`src/rtl/uop_debounce_pkg.sv`:
```
// Shared types for the two-channel switch debouncer.
// Latency: none (types only).
// Backpressure: none.
package uop_debounce_pkg;

    typedef enum logic [1:0] {
        STABLE_LO = 2'd0,
        WAIT_HI   = 2'd1,
        STABLE_HI = 2'd2,
        WAIT_LO   = 2'd3
    } state_e;

endpackage

```
`src/rtl/uop_debounce_ch.sv`:
```
// Single debounce channel: 2-flop synchroniser, 4-state FSM, hold counter, edge pulses.
// Latency: output follows a held level STABLE_COUNT+1 edges after raw is first sampled.
// Backpressure: none; all outputs are registered every cycle.
module uop_debounce_ch
    import uop_debounce_pkg::*;
#(
    parameter int STABLE_COUNT = 4
) (
    input  logic i_clk,
    input  logic i_n_reset,
    input  logic i_raw,
    output logic o_level,
    output logic o_rise,
    output logic o_fall
);

    localparam int            CW     = $clog2(STABLE_COUNT + 1);
    localparam logic [CW-1:0] C_LAST = CW'(STABLE_COUNT - 1);
    localparam logic [CW-1:0] C_ONE  = CW'(1);

    logic          r_s1;
    logic          r_s2;
    state_e        r_state;
    state_e        w_state_nxt;
    logic [CW-1:0] r_count;
    logic [CW-1:0] w_count_nxt;
    logic          r_level;
    logic          r_rise;
    logic          r_fall;
    logic          w_level_nxt;
    logic          w_rise_nxt;
    logic          w_fall_nxt;

    always_ff @(posedge i_clk) begin
        if (!i_n_reset) begin
            r_s1    <= 1'b0;
            r_s2    <= 1'b0;
            r_state <= STABLE_LO;
            r_count <= '0;
            r_level <= 1'b0;
            r_rise  <= 1'b0;
            r_fall  <= 1'b0;
        end else begin
            r_s1    <= i_raw;
            r_s2    <= r_s1;
            r_state <= w_state_nxt;
            r_count <= w_count_nxt;
            r_level <= w_level_nxt;
            r_rise  <= w_rise_nxt;
            r_fall  <= w_fall_nxt;
        end
    end

    // count holds the number of consecutive s2 samples seen at the new level
    always_comb begin
        w_state_nxt = r_state;
        w_count_nxt = '0;
        case (r_state)
            STABLE_LO: begin
                if (r_s2) begin
                    if (STABLE_COUNT == 1) begin
                        w_state_nxt = STABLE_HI;
                    end else begin
                        w_state_nxt = WAIT_HI;
                        w_count_nxt = C_ONE;
                    end
                end
            end
            WAIT_HI: begin
                if (!r_s2) begin
                    w_state_nxt = STABLE_LO;
                end else if (r_count == C_LAST) begin
                    w_state_nxt = STABLE_HI;
                end else begin
                    w_count_nxt = r_count + C_ONE;
                end
            end
            STABLE_HI: begin
                if (!r_s2) begin
                    if (STABLE_COUNT == 1) begin
                        w_state_nxt = STABLE_LO;
                    end else begin
                        w_state_nxt = WAIT_LO;
                        w_count_nxt = C_ONE;
                    end
                end
            end
            WAIT_LO: begin
                if (r_s2) begin
                    w_state_nxt = STABLE_HI;
                end else if (r_count == C_LAST) begin
                    w_state_nxt = STABLE_LO;
                end else begin
                    w_count_nxt = r_count + C_ONE;
                end
            end
            default: begin
                w_state_nxt = STABLE_LO;
            end
        endcase
    end

    // a WAIT_* state falling back to its own stable state is a rejected glitch: no pulse
    always_comb begin
        w_level_nxt = r_level;
        w_rise_nxt  = 1'b0;
        w_fall_nxt  = 1'b0;
        if (w_state_nxt == STABLE_HI && (r_state == WAIT_HI || r_state == STABLE_LO)) begin
            w_level_nxt = 1'b1;
            w_rise_nxt  = 1'b1;
        end else if (w_state_nxt == STABLE_LO && (r_state == WAIT_LO || r_state == STABLE_HI)) begin
            w_level_nxt = 1'b0;
            w_fall_nxt  = 1'b1;
        end
    end

    assign o_level = r_level;
    assign o_rise  = r_rise;
    assign o_fall  = r_fall;

endmodule

```
`src/rtl/uop_debounce2.sv`:
```
// Two independent debounced switch channels (A -> x, B -> y) with edge pulses.
// Latency: STABLE_COUNT+1 edges from first raw sample at a held level to output.
// Backpressure: none; outputs are registered levels and one-cycle pulses.
module uop_debounce2
    import uop_debounce_pkg::*;
#(
    parameter int STABLE_COUNT = 4
) (
    input  logic       clk,
    input  logic       n_reset,
    input  logic       raw_a,
    input  logic       raw_b,
    output logic       x,
    output logic       y,
    output logic [1:0] rise,
    output logic [1:0] fall
);

    uop_debounce_ch #(.STABLE_COUNT(STABLE_COUNT)) u_ch_a (
        .i_clk     (clk),
        .i_n_reset (n_reset),
        .i_raw     (raw_a),
        .o_level   (x),
        .o_rise    (rise[0]),
        .o_fall    (fall[0])
    );

    uop_debounce_ch #(.STABLE_COUNT(STABLE_COUNT)) u_ch_b (
        .i_clk     (clk),
        .i_n_reset (n_reset),
        .i_raw     (raw_b),
        .o_level   (y),
        .o_rise    (rise[1]),
        .o_fall    (fall[1])
    );

endmodule
```
`config.mk`:
```
export PLATFORM = sky130hd
export DESIGN_NAME = uop_debounce2
export DESIGN_NICKNAME = d
export VERILOG_FILES = /design/src/rtl/uop_debounce_pkg.sv /design/src/rtl/uop_debounce_ch.sv /design/src/rtl/uop_debounce2.sv
export SDC_FILE = /design/constraint.sdc
export NUM_CORES = 1
export LEC_CHECK = 0
export BUFFER_PORTS_ARGS = -buffer_cell sky130_fd_sc_hd__buf_2
export CAP_MARGIN = 20
export CORE_ASPECT_RATIO = 1.1
export CORE_MARGIN = 10
export CORE_UTILIZATION = 40
export CTS_BUF_LIST = sky130_fd_sc_hd__clkbuf_16
export CTS_CLUSTER_DIAMETER = 150
export DETAILED_ROUTE_END_ITERATION = 16
export GPL_TIMING_DRIVEN = 0
export PLACE_DENSITY = 0.67
export SETUP_SLACK_MARGIN = 0.15
export SLEW_MARGIN = 20
export SYNTH_ARGS = -nofsm -noshare
export SYNTH_HDL_FRONTEND = slang
export SYNTH_SLANG_ARGS = --single-unit
```
`constraint.sdc`:
```
create_clock -name clk -period 2.6 [get_ports clk]
set_input_delay 0.65 -clock clk [delete_from_list [all_inputs] [get_ports clk]]
set_output_delay 0.65 -clock clk [all_outputs]
set_load 0.02 [all_outputs]
```
==> results of run 1 <==
[kinds of logic (layout without fill, tap and decap cells)]
| family | Yosys count | after routing |
|---|---|---|
| multiplexers | 2 | 2 |
| adder cells (fa/ha/maj) | 2 | 2 |
| XOR/XNOR | 2 | 2 |
| flip-flops | 20 | 20 |
| buffers and inverters | 11 | 24 |
| AO/OA/AOI/OAI | 10 | 10 |
| AND/OR/NAND/NOR | 26 | 26 |
[cells in the mapped netlist]
| master | instances |
|---|---|
| sky130_fd_sc_hd__inv_1 | 4 |
| sky130_fd_sc_hd__buf_4 | 6 |
| sky130_fd_sc_hd__and2_1 | 4 |
| sky130_fd_sc_hd__nor3b_1 | 2 |
| sky130_fd_sc_hd__nand3_1 | 2 |
| sky130_fd_sc_hd__mux2i_1 | 2 |
| sky130_fd_sc_hd__nand2_1 | 6 |
| sky130_fd_sc_hd__ha_1 | 2 |
| sky130_fd_sc_hd__clkbuf_1 | 1 |
| sky130_fd_sc_hd__nor3_1 | 2 |
| sky130_fd_sc_hd__o2bb2ai_1 | 2 |
| sky130_fd_sc_hd__dfxtp_1 | 20 |
| sky130_fd_sc_hd__a21boi_1 | 2 |
| sky130_fd_sc_hd__nor2_1 | 4 |
| sky130_fd_sc_hd__and3b_1 | 2 |
| sky130_fd_sc_hd__o21ai_0 | 2 |
| sky130_fd_sc_hd__nor2b_1 | 2 |
| sky130_fd_sc_hd__a21oi_1 | 2 |
| sky130_fd_sc_hd__nor3b_2 | 2 |
| sky130_fd_sc_hd__xor2_1 | 2 |
| sky130_fd_sc_hd__a211oi_1 | 1 |
| sky130_fd_sc_hd__a211oi_2 | 1 |
[where the power goes]
part	switching (mW)	internal, mW	leakage [nW]	total [mW]
Combinational	0.00590	0.00583	0.176	0.0117
Sequential	0.00313	0.311	0.162	0.314
Clock	0.109	0.305	0.0511	0.414
[sequential cells by signal, summed over array words and instances (netlist names)]
name	cells
u_ch_b.r_state	2
u_ch_a.r_count	3
u_ch_a.o_level	1
u_ch_b.r_s2	1
u_ch_a.r_s1	1
u_ch_a.r_s2	1
u_ch_b.o_level	1
u_ch_a.o_rise	1
u_ch_a.r_state	2
u_ch_b.r_count	3
u_ch_b.o_fall	1
u_ch_b.r_s1	1
u_ch_a.o_fall	1
u_ch_b.o_rise	1
[how the worst max path moves through the flow]
stage,slack (ps),endpoint,from,depth (start not counted)
after floorplan,1460,u_ch_a.o_level,u_ch_a.r_count[0],5
after global placement,1200,u_ch_b.o_level,n_reset,4
after detailed placement,1190,u_ch_a.o_level,n_reset,4
after CTS,1120,rise[0],u_ch_a.o_rise,2
after global routing,1110,rise[0],u_ch_a.o_rise,2
final,1130,rise[0],u_ch_a.o_rise,2
[through the flow]
stage                     instances  setup WS [ps]  area (sq um)  hold slack [ps]  power (mW)
after floorplan                  73           1460           752              412       0.328
after global placement          100           1200           820              414       0.332
after detailed placement        100           1190           820              421       0.333
after CTS                       104           1120           925              434       0.748
after global routing            104           1110           925              449       0.768
final                           104           1130           925              432       0.741
[final cells by class]
cell class,instances,area (sq um)
plain buffers,7,48.8
clock buffers,3,75.1
clock inverters,1,30.0
fillers,151,857
inverters,4,15.0
multi-input cells,42,288
flip-flops and latches,20,400
well taps,18,22.5
repair buffers,9,45.0
[per-layer routing]
| metal | GRT usage, % | vias to the layer above | wire, um |
|---|---|---|---|
| met1 | 7.74 | 215 | 581 |
| met4 | 5.03 | 0 | 31 |
| li1 | - | 264 | - |
| met2 | 8.17 | 11 | 420 |
| met5 | 0 | - | 0 |
| met3 | 3.65 | 4 | 90 |
[layout by cell type, fill, tap and decap left out]
master,netlist,routed
sky130_fd_sc_hd__buf_2,0,9
sky130_fd_sc_hd__a211oi_2,1,1
sky130_fd_sc_hd__a21boi_1,2,2
sky130_fd_sc_hd__ha_1,2,2
sky130_fd_sc_hd__xor2_1,2,2
sky130_fd_sc_hd__nor2_1,4,4
sky130_fd_sc_hd__o21ai_0,2,2
sky130_fd_sc_hd__nand2_1,6,6
sky130_fd_sc_hd__nor3b_2,2,2
sky130_fd_sc_hd__nor2b_1,2,2
sky130_fd_sc_hd__a211oi_1,1,1
sky130_fd_sc_hd__and2_1,4,4
sky130_fd_sc_hd__nor3b_1,2,2
sky130_fd_sc_hd__nor3_1,2,2
sky130_fd_sc_hd__clkbuf_16,0,3
sky130_fd_sc_hd__clkbuf_1,1,1
sky130_fd_sc_hd__a21oi_1,2,2
sky130_fd_sc_hd__bufinv_16,0,1
sky130_fd_sc_hd__inv_1,4,4
sky130_fd_sc_hd__nand3_1,2,2
sky130_fd_sc_hd__o2bb2ai_1,2,2
sky130_fd_sc_hd__and3b_1,2,2
sky130_fd_sc_hd__buf_4,6,6
sky130_fd_sc_hd__dfxtp_1,20,20
sky130_fd_sc_hd__mux2i_1,2,2
[worst reg2reg max path, stage by stage, from the launching register on]
cell	delay [ps]
sky130_fd_sc_hd__dfxtp_1	350
sky130_fd_sc_hd__ha_1	210
sky130_fd_sc_hd__and3b_1	170
sky130_fd_sc_hd__buf_4	140
sky130_fd_sc_hd__nand2_1	70
sky130_fd_sc_hd__nor3b_1	200
==> results.txt, run 1 <==
* Utilization of the core after routing: 51.9%
- Synth-to-layout area growth: 23.0%
* Number of setup buffers added after CTS: 0
- After clock tree synthesis, the flow added hold-fix buffers numbering 0.
* Detailed placer's ending HPWL: 849 um
- Largest buffer count on any clock path: 2
- Cell Area, Synth: around 750 sq um
- Number of gates given a new drive strength after cts: 0
- Skew-Pair Late Insertion Delay: 250 ps
* Critical path type: register to primary output
- Measured along the x axis, the die boundary spans roughly 60 um.
* Iteration-0 DRC Markers: 5
- Last weighted congestion value of the routability-driven placer: 0.679
- Number of primary I/O pins: 10
- In this run the core area contains 16 standard-cell rows.
- Critical path endpoint category: primary output
- For the pin with the worst max-slew slack, the measured transition is 330 ps.
- Counting flops and latches in the post-synthesis netlist gives 20.
- Count of nets left with antenna violations after detail routing: 0
* Drt total wl: around 1100 um
* Parity-gate share of the synthesized area counting xor and xnor cells: 2.33%
* Worst path bufs/invs: 2
- The initial utilization of the core area, before any placement, comes to 42.2%.
- Overall global routing resource usage: approximately 6.5%
- Synthesis warning total: 0
- The largest total area in the synthesized netlist belongs to sky130_fd_sc_hd__dfxtp_1.
- Counting every net in the synthesized netlist gives 79.
- Initial antenna violation count: 0
- Entering global routing, the biggest net connects 13 pins.
- The worst register-to-register path begins at u_ch_a.r_count[0].
- Setup repair after global routing missed its margin: no
* Critical Path Max Stage Delay: 300 ps
- The number of pins exceeding their max-slew limit in the final report came to 0.
* Post-route fraction of the period consumed by the critical path: between 50% and 60%
- Clock input transition at the sequential cells of the worst setup and hold paths: 50 ps
- Layout Skew: about 1.2 ps
- Fraction of layout instances using a drive strength above 1: 25.6%
- After synthesis, the largest family of logic cells by area is simple AND/OR/NAND/NOR gates.
- Result of the run: completed
* Data arrival time at the worst-slack endpoint: 820 ps
* Number of cells traversed by the worst hold path: 1
- Basic-gate share of the synthesized area counting and, or, nand and nor cells: 20.3%
- CTS Buf Count: 3
- After global routing the overflow that remains totals 0.
* NumNets Final: a little over 90
* CP Max Fanout: 1
- TritonCTS built the clock tree.
- Of the post-synthesis cell area, the part taken by muxes is 2.66%.
- Post-detailed-route DRC marker count: 0
* Max-capacitance violation count: 0
* Diode count: 0
* Min cycle time layout: between 1000 and 1500 ps
- Via density per instance: 4.75
- Kind of cell adding the most delay to the critical path: flip-flops
- Input and output buffers added on the ports amount to 9.
- Slowest stage cell, crit path: sky130_fd_sc_hd__dfxtp_1
- The synthesized netlist devotes 9.65% of its cell area to compound gates.
* Top area cells in the synthesized netlist: sky130_fd_sc_hd__dfxtp_1 53%, sky130_fd_sc_hd__buf_4 6.0%, sky130_fd_sc_hd__and2_1 3.3%
- Leak Pwr: 0.389 nW
* Hold violation count in the final report: 0
* Routed via count: 494
* Setup slack of the worst register-to-register path: 1380 ps
- CTS HTree Levels: 1
* Wire length per cell: 10.8 um
- Measured against its own limit, the worst slew margin works out to 78.0%.
* Total negative slack for setup checks: 0 ps
* Nature of the critical path startpoint: register
- Cell at the root of the clock tree: sky130_fd_sc_hd__clkbuf_16
- Of the total synthesized cell area, the portion taken by full adders, half adders and majority gates is around 3.3%.
* Cells after Synth: 73
* Die Y-Extent: 65.5 um
- Worst hold path startpoint: u_ch_a.r_s1
- Hold endpoint: u_ch_a.r_s2
* Full die area: approximately 4000 sq um
- In this run the biggest area consumer among cell types represents 53.2% of the synthesized area.
* Core outline area: roughly 1800 sq um
- Highest Clock Rate: 681 MHz
- Post-synthesis sequential area ratio: 53.2%
- VDD sags by at most 0.000756 V.
- At the worst endpoint, the required time is 1950 ps.
- Path category of the worst min-delay check: register to register
* Vias in the first global route: 449
- Power per cell area: 801 nW/um^2
* Sink Count: 20
- The first global-routing pass estimated 1950 um of wire.
- Cell depth of the worst flop-to-flop path: 5
* Worst path cell trace: buf_4, buf_2
- The endpoint identified for the worst register-to-register timing path is u_ch_a.o_rise.
- The synthesized netlist contains 22 unique library cells.
- Detailed-router iteration count before antenna repair: 2
* Avg Inst Size Synth: 10.3 sq um
- Setup violations remaining at the end of the flow were counted as 0.
Power figures use the tool's default switching activity.
==> run 2, diff against run 1 <==
--- a/config.mk
+++ b/config.mk
@@ -14,7 +14,7 @@
 export CTS_CLUSTER_DIAMETER = 150
 export DETAILED_ROUTE_END_ITERATION = 16
 export GPL_TIMING_DRIVEN = 0
-export PLACE_DENSITY = 0.67
+export PLACE_DENSITY = 0.69
 export SETUP_SLACK_MARGIN = 0.15
 export SLEW_MARGIN = 20
 export SYNTH_ARGS = -nofsm -noshare
==> constraint.sdc (replaced) <==
create_clock -name clk -period 1.24 [get_ports clk]
set_input_delay 0.31 -clock clk [delete_from_list [all_inputs] [get_ports clk]]
set_output_delay 0.31 -clock clk [all_outputs]
set_load 0.02 [all_outputs]
==> results.txt, run 2 (synthesis gave the netlist of run 1 again) <==
* Worst hold margin: 266 ps (-166 ps)
- Terminus of the critical flop-to-flop path: u_ch_a.r_count[0]
- The number of buffers inserted by port buffering came to 9 (unchanged).
* Min cycle time layout: about 1100 ps
* Count of nets left with antenna violations after detail routing: 0 (unchanged)
- Post-route fraction of the period consumed by the critical path: 90.5%
- The first-pass detailed-route iteration total is 4 (+2).
- Data arrival time at the worst-slack endpoint: 1290 ps (+470 ps)
- CTS Buf Count: 3 (unchanged)
- Detailed placer's ending HPWL: 791 um (-6.9%)
- Hold violation count in the final report: 0 (unchanged)
* Initial core utilization: 42.2% (unchanged)
- Vias in the first global route: 518 (+15%)
- The combined global-route utilization of all metal layers came to 7.09% (+0.61 points).
- Via density per instance: 4.82 (+1.4%)
- The DRC violation count after routing came to 0 (unchanged).
* Power per cell area: 1270 nW/um^2 (+59%)
* CP Max Fanout: 6 (+5)
- The net switching component of the power was 0.236 mW (+99%).
* Largest net degree at the start of global routing: 11 (-2)
- The number of vias after detailed routing was 530 (+7.3%).
- Nature of the critical path startpoint: register
* Wire length of the first global-routing pass: 2200 um (+13%)
- Reg2reg start: u_ch_a.r_count[0]
- Die X-Extent: 61.3 um (unchanged)
* Internal cell power: 1.09 mW (+76%)
- Worst hold path startpoint: raw_b
* Setup repair after global routing missed its margin: yes
- Cell depth of the worst flop-to-flop path: 5 (unchanged)
* Max_slew headroom: 78.9% (+0.91 points)
* Area taken by multi-input logic gates: 337 sq um (+17%)
- Drt total wl: 1300 um (+16%)
- The proportion of power drawn by flip-flops and latches came to 49.7% (+7.3 points).
* Maximum vdd drop: 0.000891 V (+18%)
- Critical path endpoint category: register
* GRT overflow: 0 (unchanged)
- Pre-CTS setup slack: 108 ps (-1080 ps)
- The clock transition at the registers of the reported paths came to 50 ps (about the same).
* Highest Clock Rate: around 900 MHz
- The setup clock skew after layout is 1.43 ps (+0.223 ps).
- Fraction of power spent switching nets: 17.7% (+1.7 points)
- Die Y-Extent: 65.5 um (unchanged)
- Max-capacitance violation count: 0 (unchanged)
* Final worst-path setup slack: 118 ps (-1010 ps)
- Leaving out fill and tap cells, the most frequent cell in the layout is sky130_fd_sc_hd__dfxtp_1.
- Full die area: 4020 sq um (unchanged)
- The clock sink count was 20 (unchanged).
- Critical path type: register to register
- Result of the run: completed
- Initial antenna violation count: 0 (unchanged)
- The initial detailed-routing violation count came to 7 (+2).
- The leakage component of the power came to 0.426 nW (+9.4%).
- The number of pins exceeding their max-slew limit in the final report came to 0 (unchanged).
- The part of the total power dissipated in the clock network came to 48.1% (-7.9 points).
- From synthesis to final layout, the design area changed by 38.9%.
* NumNets Final: 100 (+7.5%)
- The worst-margin pin slew was 317 ps (-13.7 ps).
* Setup slack of the worst register-to-register path: 120 ps (-1260 ps)
- TritonCTS built the clock tree.
- Last weighted congestion value of the routability-driven placer: 0.670 (-1.2%)
* Number of cells traversed by the worst hold path: 2 (+1)
- Storage element area: 408 sq um (+1.9%)
- The H-tree level count is 1 (unchanged).
- The core area is 1780 sq um (unchanged).
- The maximum buffer depth of the clock tree came to 2 (unchanged).
* # hold bufs at CTS: 0 (unchanged)
* Path category of the worst min-delay check: input pin to register
- The number of diodes added for antenna fixing came to 0 (unchanged).
- The total number of placement rows was 16 (unchanged).
- The I/O pin count was 10 (unchanged).
- Total negative slack for setup checks: 0 ps (unchanged)
- The combinational share of power was 2.2% (+0.6 points).
* Skew-Pair Late Insertion Delay: 250 ps (about the same)
* Hold endpoint: u_ch_b.r_s1
- The top cell types in the final layout, fill and taps aside, are 14 x sky130_fd_sc_hd__dfxtp_1, 12 x sky130_fd_sc_hd__buf_4, 7 x sky130_fd_sc_hd__buf_6.
- The largest registers in the layout are u_ch_a.r_count: 3 flops, u_ch_b.r_count: 3 flops.
- Filler cells: 155 (+2.6%)
- Count of final setup violators: 0 (unchanged)
- Wire length per cell: 11.8 um (+9.3%)
- Critical path data required time: 1400 ps (-550 ps)
- The share of post-route cells with drive strength above 1 is 44.6% (+19 points).
- Cell at the root of the clock tree: sky130_fd_sc_hd__clkbuf_16
run 2: worst max-delay path by stage:
stage,startpoint,endpoint,slack (ps),cells after the start
final,u_ch_a.r_count[0],u_ch_a.r_count[0],120,5
after detailed placement,u_ch_b.r_count[0],u_ch_b.r_state[1],110,5
after CTS,u_ch_b.r_count[0],u_ch_b.r_state[1],130,5
after global routing,u_ch_a.r_count[1],u_ch_a.r_state[1],30,5
after global placement,u_ch_b.r_count[0],u_ch_b.r_state[1],110,5
after floorplan,u_ch_b.r_count[0],u_ch_b.r_state[1],160,5
run 2: metal layers:
| layer | GRT usage [%] | vias to the layer above | routed length [um] | share of wire [%] |
|---|---|---|---|---|
| li1 | - | 281 | - | - |
| met1 | 8.29 | 234 | 562 | 43 |
| met2 | 10.5 | 11 | 647 | 50 |
| met3 | 2.88 | 4 | 60 | 4.6 |
| met4 | 4.19 | 0 | 27 | 2.1 |
| met5 | 0 | - | 0 | 0 |
run 2: stage by stage:
step                total power, mW  area, sq um  cells  utilization (%)
global placement              0.698          845    100             47.4
CTS                            1.33          996    106             55.9
finish                         1.33         1040    110             58.6
detailed placement            0.699          845    100             47.4
global route                   1.37         1040    110             58.6
floorplan                     0.688          777     73                -
run 2: final cells by class:
type,instances,area share (%)
repair buffers,16,12.2
multi-input cells,42,32.2
clock buffers,3,7.19
well taps,18,2.16
plain buffers,7,5.75
flip-flops and latches,20,39.0
inverters,4,1.44
run 2: worst max-delay path: stages, from the launching register on:
cell and delay (ps):
sky130_fd_sc_hd__dfxtp_2 330, sky130_fd_sc_hd__ha_4 150, sky130_fd_sc_hd__and3b_1 170, sky130_fd_sc_hd__buf_6 130, sky130_fd_sc_hd__buf_4 130, sky130_fd_sc_hd__a211oi_2 140
run 2: power groups by stage:
stage,Combinational (mW),Clock [mW],Sequential [mW]
floorplan,0.0156,0,0.672
global placement,0.0246,0,0.673
detailed placement,0.0252,0,0.674
CTS,0.0272,0.646,0.660
global route,0.0350,0.676,0.661
finish,0.0298,0.638,0.660
run 2: what timing repair did:
| action | in CTS | in global routing |
|---|---|---|
| setup endpoints to repair | 10 | 18 |
| resized for setup | 15 | 7 |
| buffers inserted | 3 | 4 |
| cloned | 0 | 0 |
| pin swaps | 2 | 5 |
